## config.mk

```make
export PLATFORM = sky130hd
export DESIGN_NAME = bneck_layer_sequencer_flat
export DESIGN_NICKNAME = d
export VERILOG_FILES = /design/src/rtl/bneck_layer_sequencer_if.sv /design/src/rtl/bneck_layer_sequencer.sv /design/src/flat_wrapper.sv
export SDC_FILE = /design/constraint.sdc
export NUM_CORES = 1
export LEC_CHECK = 0
export CAP_MARGIN = 25
export CELL_PAD_IN_SITES_DETAIL_PLACEMENT = 0
export CELL_PAD_IN_SITES_GLOBAL_PLACEMENT = 1
export CORE_ASPECT_RATIO = 1.75
export CORE_MARGIN = 2
export CORE_UTILIZATION = 34
export CTS_CLUSTER_DIAMETER = 150
export DETAILED_ROUTE_END_ITERATION = 7
export GPL_TIMING_DRIVEN = 0
export PLACE_DENSITY = 0.83
export REMOVE_ABC_BUFFERS = 1
export SYNTH_ARGS = -nofsm -noshare
export SYNTH_HDL_FRONTEND = slang
export SYNTH_SLANG_ARGS = --single-unit
export TNS_END_PERCENT = 1
```

## constraint.sdc

```tcl
create_clock -name clk -period 2.8 [get_ports clk]
set_clock_uncertainty 0.1 [all_clocks]
set_input_delay 0.84 -clock clk [delete_from_list [all_inputs] [get_ports clk]]
set_output_delay 0.84 -clock clk [all_outputs]
set_load 0.03 [all_outputs]
```

## src/rtl/bneck_layer_sequencer_if.sv

```systemverilog
// Layer-descriptor channel between the main controller (master) and the sequencer (slave).
// Valid/ready: a descriptor transfers on any rising edge where Cfg_Valid and Cfg_Ready are both high.
interface bneck_layer_sequencer_if #(
  parameter int SIZE_W = 7
);
  logic              Cfg_Valid;
  logic              Cfg_Ready;
  logic              Cfg_Has_Expand;
  logic [SIZE_W-1:0] Cfg_In_Size;
  logic [2:0]        Cfg_Final_Feature;
  logic [5:0]        Cfg_Final_Filter;
  logic [5:0]        Cfg_Depth_EN;

  modport master (
    output Cfg_Valid, Cfg_Has_Expand, Cfg_In_Size, Cfg_Final_Feature,
           Cfg_Final_Filter, Cfg_Depth_EN,
    input  Cfg_Ready
  );

  modport slave (
    input  Cfg_Valid, Cfg_Has_Expand, Cfg_In_Size, Cfg_Final_Feature,
           Cfg_Final_Filter, Cfg_Depth_EN,
    output Cfg_Ready
  );
endinterface

```

## src/rtl/bneck_layer_sequencer.sv

```systemverilog
// Per-layer scheduler for MobileNetV3 bottleneck blocks: fetches a descriptor, then runs
// Expand -> Depthwise -> Project, letting Depthwise overlap Expand once Depth_Start fires.
module bneck_layer_sequencer #(
  parameter int LAYER_W = 5,
  parameter int SIZE_W  = 7
) (
  input  logic               clk,
  input  logic               RST,
  input  logic               Start,
  input  logic [LAYER_W-1:0] Last_Layer,
  bneck_layer_sequencer_if.slave cfg,
  output logic               EX_EN,
  output logic [1:0]         R_Start,
  output logic [1:0]         W_Start,
  output logic [SIZE_W-1:0]  R_Final_Row,
  output logic [SIZE_W-1:0]  W_Final_Row,
  output logic [2:0]         Final_Feature,
  output logic [5:0]         Final_Filter,
  output logic [5:0]         Depth_EN,
  input  logic               W_EX_Done,
  input  logic               Depth_Start,
  output logic               DW_EN,
  input  logic               DW_Done,
  output logic               PR_EN,
  input  logic               PR_Done,
  output logic [LAYER_W-1:0] Layer_Index,
  output logic               Busy,
  output logic               All_Done,
  output logic               Err,
  output logic [2:0]         Dbg_State
);

  // Debug encoding: IDLE=0 FETCH=1 EXPAND=2 DEPTH=3 PROJECT=4 NEXT=5
  typedef enum logic [2:0] {
    S_IDLE    = 3'd0,
    S_FETCH   = 3'd1,
    S_EXPAND  = 3'd2,
    S_DEPTH   = 3'd3,
    S_PROJECT = 3'd4,
    S_NEXT    = 3'd5
  } state_t;

  state_t             r_state;
  logic [LAYER_W-1:0] r_layer;
  logic [LAYER_W-1:0] r_last;
  logic               r_ex_en;
  logic               r_dw_en;
  logic               r_pr_en;
  logic               r_dw_consumed;
  logic               r_all_done;
  logic               r_err;
  logic [1:0]         r_r_start;
  logic [1:0]         r_w_start;
  logic [SIZE_W-1:0]  r_r_final;
  logic [SIZE_W-1:0]  r_w_final;
  logic [2:0]         r_final_feature;
  logic [5:0]         r_final_filter;
  logic [5:0]         r_depth_en;
  logic               w_accept;
  logic               w_last_layer;

  assign cfg.Cfg_Ready = (r_state == S_FETCH);
  assign w_accept      = cfg.Cfg_Valid && (r_state == S_FETCH);
  assign w_last_layer  = (r_layer == r_last);

  always_ff @(posedge clk) begin
    if (RST) begin
      r_state         <= S_IDLE;
      r_layer         <= '0;
      r_last          <= '0;
      r_ex_en         <= 1'b0;
      r_dw_en         <= 1'b0;
      r_pr_en         <= 1'b0;
      r_dw_consumed   <= 1'b0;
      r_all_done      <= 1'b0;
      r_err           <= 1'b0;
      r_r_start       <= '0;
      r_w_start       <= '0;
      r_r_final       <= '0;
      r_w_final       <= '0;
      r_final_feature <= '0;
      r_final_filter  <= '0;
      r_depth_en      <= '0;
    end else begin
      r_all_done <= 1'b0;
      if (PR_Done && (r_state != S_PROJECT)) r_err <= 1'b1;
      case (r_state)
        S_IDLE: begin
          if (Start) begin
            r_state <= S_FETCH;
            r_layer <= '0;
            r_last  <= Last_Layer;
          end
        end
        S_FETCH: begin
          if (w_accept) begin
            // Read window covers the raw map; the write window is offset by the 1-pixel pad.
            r_r_start       <= 2'd0;
            r_w_start       <= 2'd1;
            r_r_final       <= cfg.Cfg_In_Size - SIZE_W'(1);
            r_w_final       <= cfg.Cfg_In_Size;
            r_final_feature <= cfg.Cfg_Final_Feature;
            r_final_filter  <= cfg.Cfg_Final_Filter;
            r_depth_en      <= cfg.Cfg_Depth_EN;
            r_dw_consumed   <= 1'b0;
            if (cfg.Cfg_Has_Expand) begin
              r_ex_en <= 1'b1;
              r_state <= S_EXPAND;
            end else begin
              r_dw_en <= 1'b1;
              r_state <= S_DEPTH;
            end
          end
        end
        S_EXPAND: begin
          if (Depth_Start && !r_dw_consumed) r_dw_en <= 1'b1;
          // An early DW_Done is flagged but still honoured so the layer can finish.
          if (DW_Done) begin
            r_err         <= 1'b1;
            r_dw_en       <= 1'b0;
            r_dw_consumed <= 1'b1;
          end
          if (W_EX_Done) begin
            r_ex_en <= 1'b0;
            r_state <= S_DEPTH;
            if (!r_dw_consumed && !DW_Done) r_dw_en <= 1'b1;
          end
        end
        S_DEPTH: begin
          if (DW_Done || r_dw_consumed) begin
            r_dw_en <= 1'b0;
            r_pr_en <= 1'b1;
            r_state <= S_PROJECT;
          end
        end
        S_PROJECT: begin
          if (PR_Done) begin
            r_pr_en    <= 1'b0;
            r_all_done <= w_last_layer;
            r_state    <= S_NEXT;
          end
        end
        S_NEXT: begin
          if (w_last_layer) begin
            r_state <= S_IDLE;
          end else begin
            r_layer <= r_layer + LAYER_W'(1);
            r_state <= S_FETCH;
          end
        end
        default: r_state <= S_IDLE;
      endcase
    end
  end

  assign EX_EN         = r_ex_en;
  assign DW_EN         = r_dw_en;
  assign PR_EN         = r_pr_en;
  assign R_Start       = r_r_start;
  assign W_Start       = r_w_start;
  assign R_Final_Row   = r_r_final;
  assign W_Final_Row   = r_w_final;
  assign Final_Feature = r_final_feature;
  assign Final_Filter  = r_final_filter;
  assign Depth_EN      = r_depth_en;
  assign Layer_Index   = r_layer;
  assign Busy          = (r_state != S_IDLE);
  assign All_Done      = r_all_done;
  assign Err           = r_err;
  assign Dbg_State     = r_state;

endmodule
```

## src/flat_wrapper.sv

```systemverilog
// flat-port wrapper written by rule: the top's interface ports become plain ports
module bneck_layer_sequencer_flat 
#(
  parameter int LAYER_W = 5,
  parameter int SIZE_W  = 7
)
  (clk, RST, Start, Last_Layer, EX_EN, R_Start, W_Start, R_Final_Row, W_Final_Row, Final_Feature, Final_Filter, Depth_EN, W_EX_Done, Depth_Start, DW_EN, DW_Done, PR_EN, PR_Done, Layer_Index, Busy, All_Done, Err, Dbg_State, cfg_Cfg_Valid, cfg_Cfg_Has_Expand, cfg_Cfg_In_Size, cfg_Cfg_Final_Feature, cfg_Cfg_Final_Filter, cfg_Cfg_Depth_EN, cfg_Cfg_Ready);
  bneck_layer_sequencer_if #(.SIZE_W(SIZE_W)) cfg_i ();
  input  logic clk;
  input  logic RST;
  input  logic Start;
  input  logic [LAYER_W-1:0] Last_Layer;
  output logic EX_EN;
  output logic [1:0] R_Start;
  output logic [1:0] W_Start;
  output logic [SIZE_W-1:0] R_Final_Row;
  output logic [SIZE_W-1:0] W_Final_Row;
  output logic [2:0] Final_Feature;
  output logic [5:0] Final_Filter;
  output logic [5:0] Depth_EN;
  input  logic W_EX_Done;
  input  logic Depth_Start;
  output logic DW_EN;
  input  logic DW_Done;
  output logic PR_EN;
  input  logic PR_Done;
  output logic [LAYER_W-1:0] Layer_Index;
  output logic Busy;
  output logic All_Done;
  output logic Err;
  output logic [2:0] Dbg_State;
  input wire logic [$bits(cfg_i.Cfg_Valid)-1:0] cfg_Cfg_Valid;
  input wire logic [$bits(cfg_i.Cfg_Has_Expand)-1:0] cfg_Cfg_Has_Expand;
  input wire logic [$bits(cfg_i.Cfg_In_Size)-1:0] cfg_Cfg_In_Size;
  input wire logic [$bits(cfg_i.Cfg_Final_Feature)-1:0] cfg_Cfg_Final_Feature;
  input wire logic [$bits(cfg_i.Cfg_Final_Filter)-1:0] cfg_Cfg_Final_Filter;
  input wire logic [$bits(cfg_i.Cfg_Depth_EN)-1:0] cfg_Cfg_Depth_EN;
  output wire logic [$bits(cfg_i.Cfg_Ready)-1:0] cfg_Cfg_Ready;
  assign cfg_i.Cfg_Valid = cfg_Cfg_Valid;
  assign cfg_i.Cfg_Has_Expand = cfg_Cfg_Has_Expand;
  assign cfg_i.Cfg_In_Size = cfg_Cfg_In_Size;
  assign cfg_i.Cfg_Final_Feature = cfg_Cfg_Final_Feature;
  assign cfg_i.Cfg_Final_Filter = cfg_Cfg_Final_Filter;
  assign cfg_i.Cfg_Depth_EN = cfg_Cfg_Depth_EN;
  assign cfg_Cfg_Ready = cfg_i.Cfg_Ready;
  bneck_layer_sequencer #(.LAYER_W(LAYER_W), .SIZE_W(SIZE_W)) u_core (.clk(clk), .RST(RST), .Start(Start), .Last_Layer(Last_Layer), .cfg(cfg_i), .EX_EN(EX_EN), .R_Start(R_Start), .W_Start(W_Start), .R_Final_Row(R_Final_Row), .W_Final_Row(W_Final_Row), .Final_Feature(Final_Feature), .Final_Filter(Final_Filter), .Depth_EN(Depth_EN), .W_EX_Done(W_EX_Done), .Depth_Start(Depth_Start), .DW_EN(DW_EN), .DW_Done(DW_Done), .PR_EN(PR_EN), .PR_Done(PR_Done), .Layer_Index(Layer_Index), .Busy(Busy), .All_Done(All_Done), .Err(Err), .Dbg_State(Dbg_State));
endmodule
```

==> results <==
- The run finished with clean final reports.
- The number of nets with antenna violations after routing is 0.
- Of the total synthesized cell area, the portion taken by full adders, half adders and majority gates is 0.0112.
- The maximum frequency from static timing analysis is between 300 and 400 MHz.
- The initial antenna violation count was 0.
- For this block, the initial DRC count from the detailed router was 101.
- The startpoint kind of the worst setup timing path is a flop.
- The worst hold path terminates at u_core.Depth_EN[1]$_SDFFE_PP0P_.
- The per-instance average area after synthesis is 8.44 um2.
- The number of slew-limit violations in the final report is 0.
- The signal arrival time at the worst endpoint is approximately 1.7 ns.
- Row generation in the floorplan step produced 39 rows.
- The flip-flop and latch count after synthesis is between 40 and 50.
- The cell chosen for the clock root is clkbuf_16.
- Summed over all instances, the cell type with the most area after synthesis is dfxtp_1.
- The post-synthesis cell count is roughly 270.
- Setup repair after global routing left no endpoint under its margin.
- Clock latency on the worst-skew pair, taken at its later pin, is between 0.2 and 0.3 ns.
- Across the VDD grid, the largest voltage drop is 0.290 mV.
- Timing analysis after detailed placement gives a worst setup slack of around 0.14 ns.
- The number of hold violations in the final report is 0.
- The post-synthesis compound-gate area fraction was 0.176.
- The number of endpoints failing setup at the final stage is 0.
- In the layout the commonest cells are clkdlybuf4s50_1, nand2_1, dfxtp_1.
- The floorplan step set the die height to about 110 um.
- The worst hold path was traced through 2 stages.
- The maximum number of pins on one net before global-route repair is 27.
- The final net count is approximately 380.
- The most frequent standard cell in the layout excluding fill and tap cells is clkdlybuf4s50_1.
- The distinct cell type count of the synthesized netlist is 49.
- The worst register-to-register path has a setup slack of ~0.82 ns.
- The number of port buffers is 80.
- For this run the aggregate overflow at the end of global routing stands at 0.
- TritonCTS built the clock tree.
- The worst flop-to-flop path endpoint is u_core.R_Final_Row[6]$_SDFFE_PP0P_.
- The sum of internal, switching and leakage power is 1.88 mW.
- The via count of the first global-routing pass was 2029.
- The total length of routed wires is approximately 5400 um.
- The tree built by TritonCTS fans out to 49 sinks.
- The netlist area before placement is around 0.0022 mm2.
- For this configuration, the core starts out at a cell density of 0.347.
- Measured along the x axis, the die boundary spans around 65 um.
- The source of the worst hold timing path is u_core.Depth_EN[1]$_SDFFE_PP0P_.
- The sequential share of the synthesized area is 0.439.
- Buffers added to address setup during post-CTS repair amount to 0.
- The parity-gate share of the synthesized area counting xor and xnor cells is 0.0353.
- The deepest clock path buffer count is 2.
- The worst path required time is 1.86 ns.
- The floorplan step defined a core boundary enclosing between 0.006 and 0.007 mm2.
- The number of cells on the worst reg-to-reg path is 5.
- Of the post-synthesis cell area, the dominant cell type holds 0.439.
- The total CTS buffers is 5.
- The I/O pin total is 84.
- Among all flip-flop cells after synthesis, the most frequent one is dfxtp_1.
- In this run the power density over the cells is 585 mW/mm2.
- The number of hold buffers added after CTS is 0.
- The clock tree synthesis step divided the H-tree into 2 levels.
- Counting flops with an async set or reset pin after synthesis yields a share of 0.
- The worst path needs about 2.7 ns of the cycle, external delays included.
- In the post-synthesis netlist, the biggest area contributors are dfxtp_1, nand2_1, a21oi_1.
- The first global-routing pass estimated between 9000 and 10000 um of wire.
- The first TritonRoute pass finished after 4 iterations.
- The analysis attributes to cell leakage a power of ~1.2 nW.
- By area, the combinational part of the netlist is dominated by simple AND/OR/NAND/NOR gates.
- Counting flops with a built-in enable in the synthesized netlist gives 0.
- The number of antenna cells inserted is 0.
- The average wire length per cell after detail routing is 12.9 um.
- The class of the most critical hold timing path is reg -> reg.
- The simple-gate area share of the yosys netlist is 0.231.
- The worst setup path is of the reg -> out kind.
- The start of the worst register-to-register path is u_core.Dbg_State[1]$_SDFFE_PP0P_.
- The total die area is 0.00727 mm2.
- The post-CTS clock slew at the launch and capture registers of the worst setup and hold paths is about 0.070 ns.
- At the end of routability-driven placement, the weighted congestion stood at 0.765.
- The relative max-transition margin is 0.429.
- The slew at the pin with the worst max-slew slack is about 0.85 ns.
- The share of synthesized area spent on multiplexers is 0.0403.
- After detailed routing, the number of remaining DRC violations is 0.
- The part of the cycle the worst path needs is 0.951.
- STA classifies the critical path endpoint as an output pin.
- The area added between synthesis and finish is 44.1%.
- Yosys printed 0 warnings.
- The via count is approximately 2000.
- The origin of the worst setup path is u_core.Dbg_State[0]$_SDFFE_PP0P_.
- The filler cells instantiated in the layout total between 600 and 700.
- The detailed placement HPWL is about 3800 um.
- Using the TritonRoute via totals, the vias-per-cell ratio works out to approximately 4.9.
- The setup slack after layout is ~0.14 ns.
- The global-route usage over all layers is 0.156.
- In the final layout, the share of cells above drive strength 1 is 0.0653.
- The number of max-cap violations is 0.
- The critical-path maximum fanout is 24.
==> synthesized netlist by cell type, drive strengths merged, types with 2 or more instances <==
library cell	count
nor3	2
or3	3
mux2i	9
nand4	2
buf	14
nand2	57
clkbuf	5
ha	2
inv	7
nand3	2
a31oi	2
nand3b	3
xnor2	2
nor2b	3
and3	2
o21ai	9
o211ai	2
a311oi	3
dfxtp	49
nand2b	4
a21oi	32
nor2	20
a211oi	7
xor2	7
==> layout make-up <==
cell class	instances	area (um2)	share of cell area
Timing Repair Buffer	82	850	0.264
Multi-Input combinational cell	191	1110	0.346
Inverter	8	30.0	0.00932
Sequential cell	49	982	0.305
Tap cell	82	103	0.0318
Clock buffer	7	143	0.0443
==> what timing repair did <==
action	in CTS	in global routing
hold endpoints to repair	0	0
resized for setup	2	0
setup endpoints to repair	3	0
==> flip-flops by register name, summed over array words and instances, names as in the netlist <==
signal / flops
u_core.All_Done: 1
u_core.DW_EN: 1
u_core.Dbg_State: 3
u_core.Depth_EN: 6
u_core.EX_EN: 1
u_core.Err: 1
u_core.Final_Feature: 3
u_core.Final_Filter: 6
u_core.Layer_Index: 5
u_core.PR_EN: 1
u_core.R_Final_Row: 7
u_core.W_Final_Row: 7
u_core.W_Start: 1
u_core.r_dw_consumed: 1
u_core.r_last: 5
==> metrics by stage <==
stage               std cells   util  hold slack [ns]  area [um2]  TNS [ns]
detailed placement        412  0.478            0.346        3080         0
floorplan                 248      -            0.384        2130         0
finish                    419  0.500            0.353        3220         0
CTS                       419  0.500            0.355        3220         0
global route              419  0.500            0.371        3220         0
global placement          410  0.470            0.342        3030    -15.36
==> critical path, stage by stage, from the launching register on <==
cell             delay (ns)
dfxtp_2                0.43
or3_1                  0.40
clkdlybuf4s50_1        0.60
==> power by group <==
part / switching, mW / internal [mW] / leakage, nW / total (mW)
clock network: 0.252 / 0.351 / 0.0700 / 0.604
logic: 0.265 / 0.216 / 0.713 / 0.482
registers: 0.0473 / 0.751 / 0.399 / 0.798
==> cell families (layout without fill, tap and decap cells) <==
kind of cell	count (synthesis)	count (layout)
AO/OA/AOI/OAI	61	61
XOR/XNOR	9	9
adder cells (fa/ha/maj)	2	2
buffers and inverters	27	97
flip-flops	49	49
multiplexers	9	9
other	1	3
AND/OR/NAND/NOR	107	107
==> layer usage <==
layer	wire length, um	track usage	up-vias
met3	295	0.0426	8
met1	2200	0.170	935
met2	2780	0.274	55
met5	0	0	-
met4	125	0.0708	0
li1	-	-	1040
==> how the worst max path moves through the flow <==
stage / to / slack, ns / depth (start not counted)
6_report: Busy / 0.14 / 2
5_1_grt: Busy / 0.08 / 2
4_1_cts: Busy / 0.11 / 2
3_5_place_dp: u_core.W_Final_Row[2]$_SDFFE_PP0P_ / 0.14 / 4
3_3_place_gp: u_core.Layer_Index[0]$_SDFFE_PP0P_ / -0.54 / 3
2_1_floorplan: u_core.R_Final_Row[6]$_SDFFE_PP0P_ / 0.61 / 3
Power figures use the tool's default switching activity.
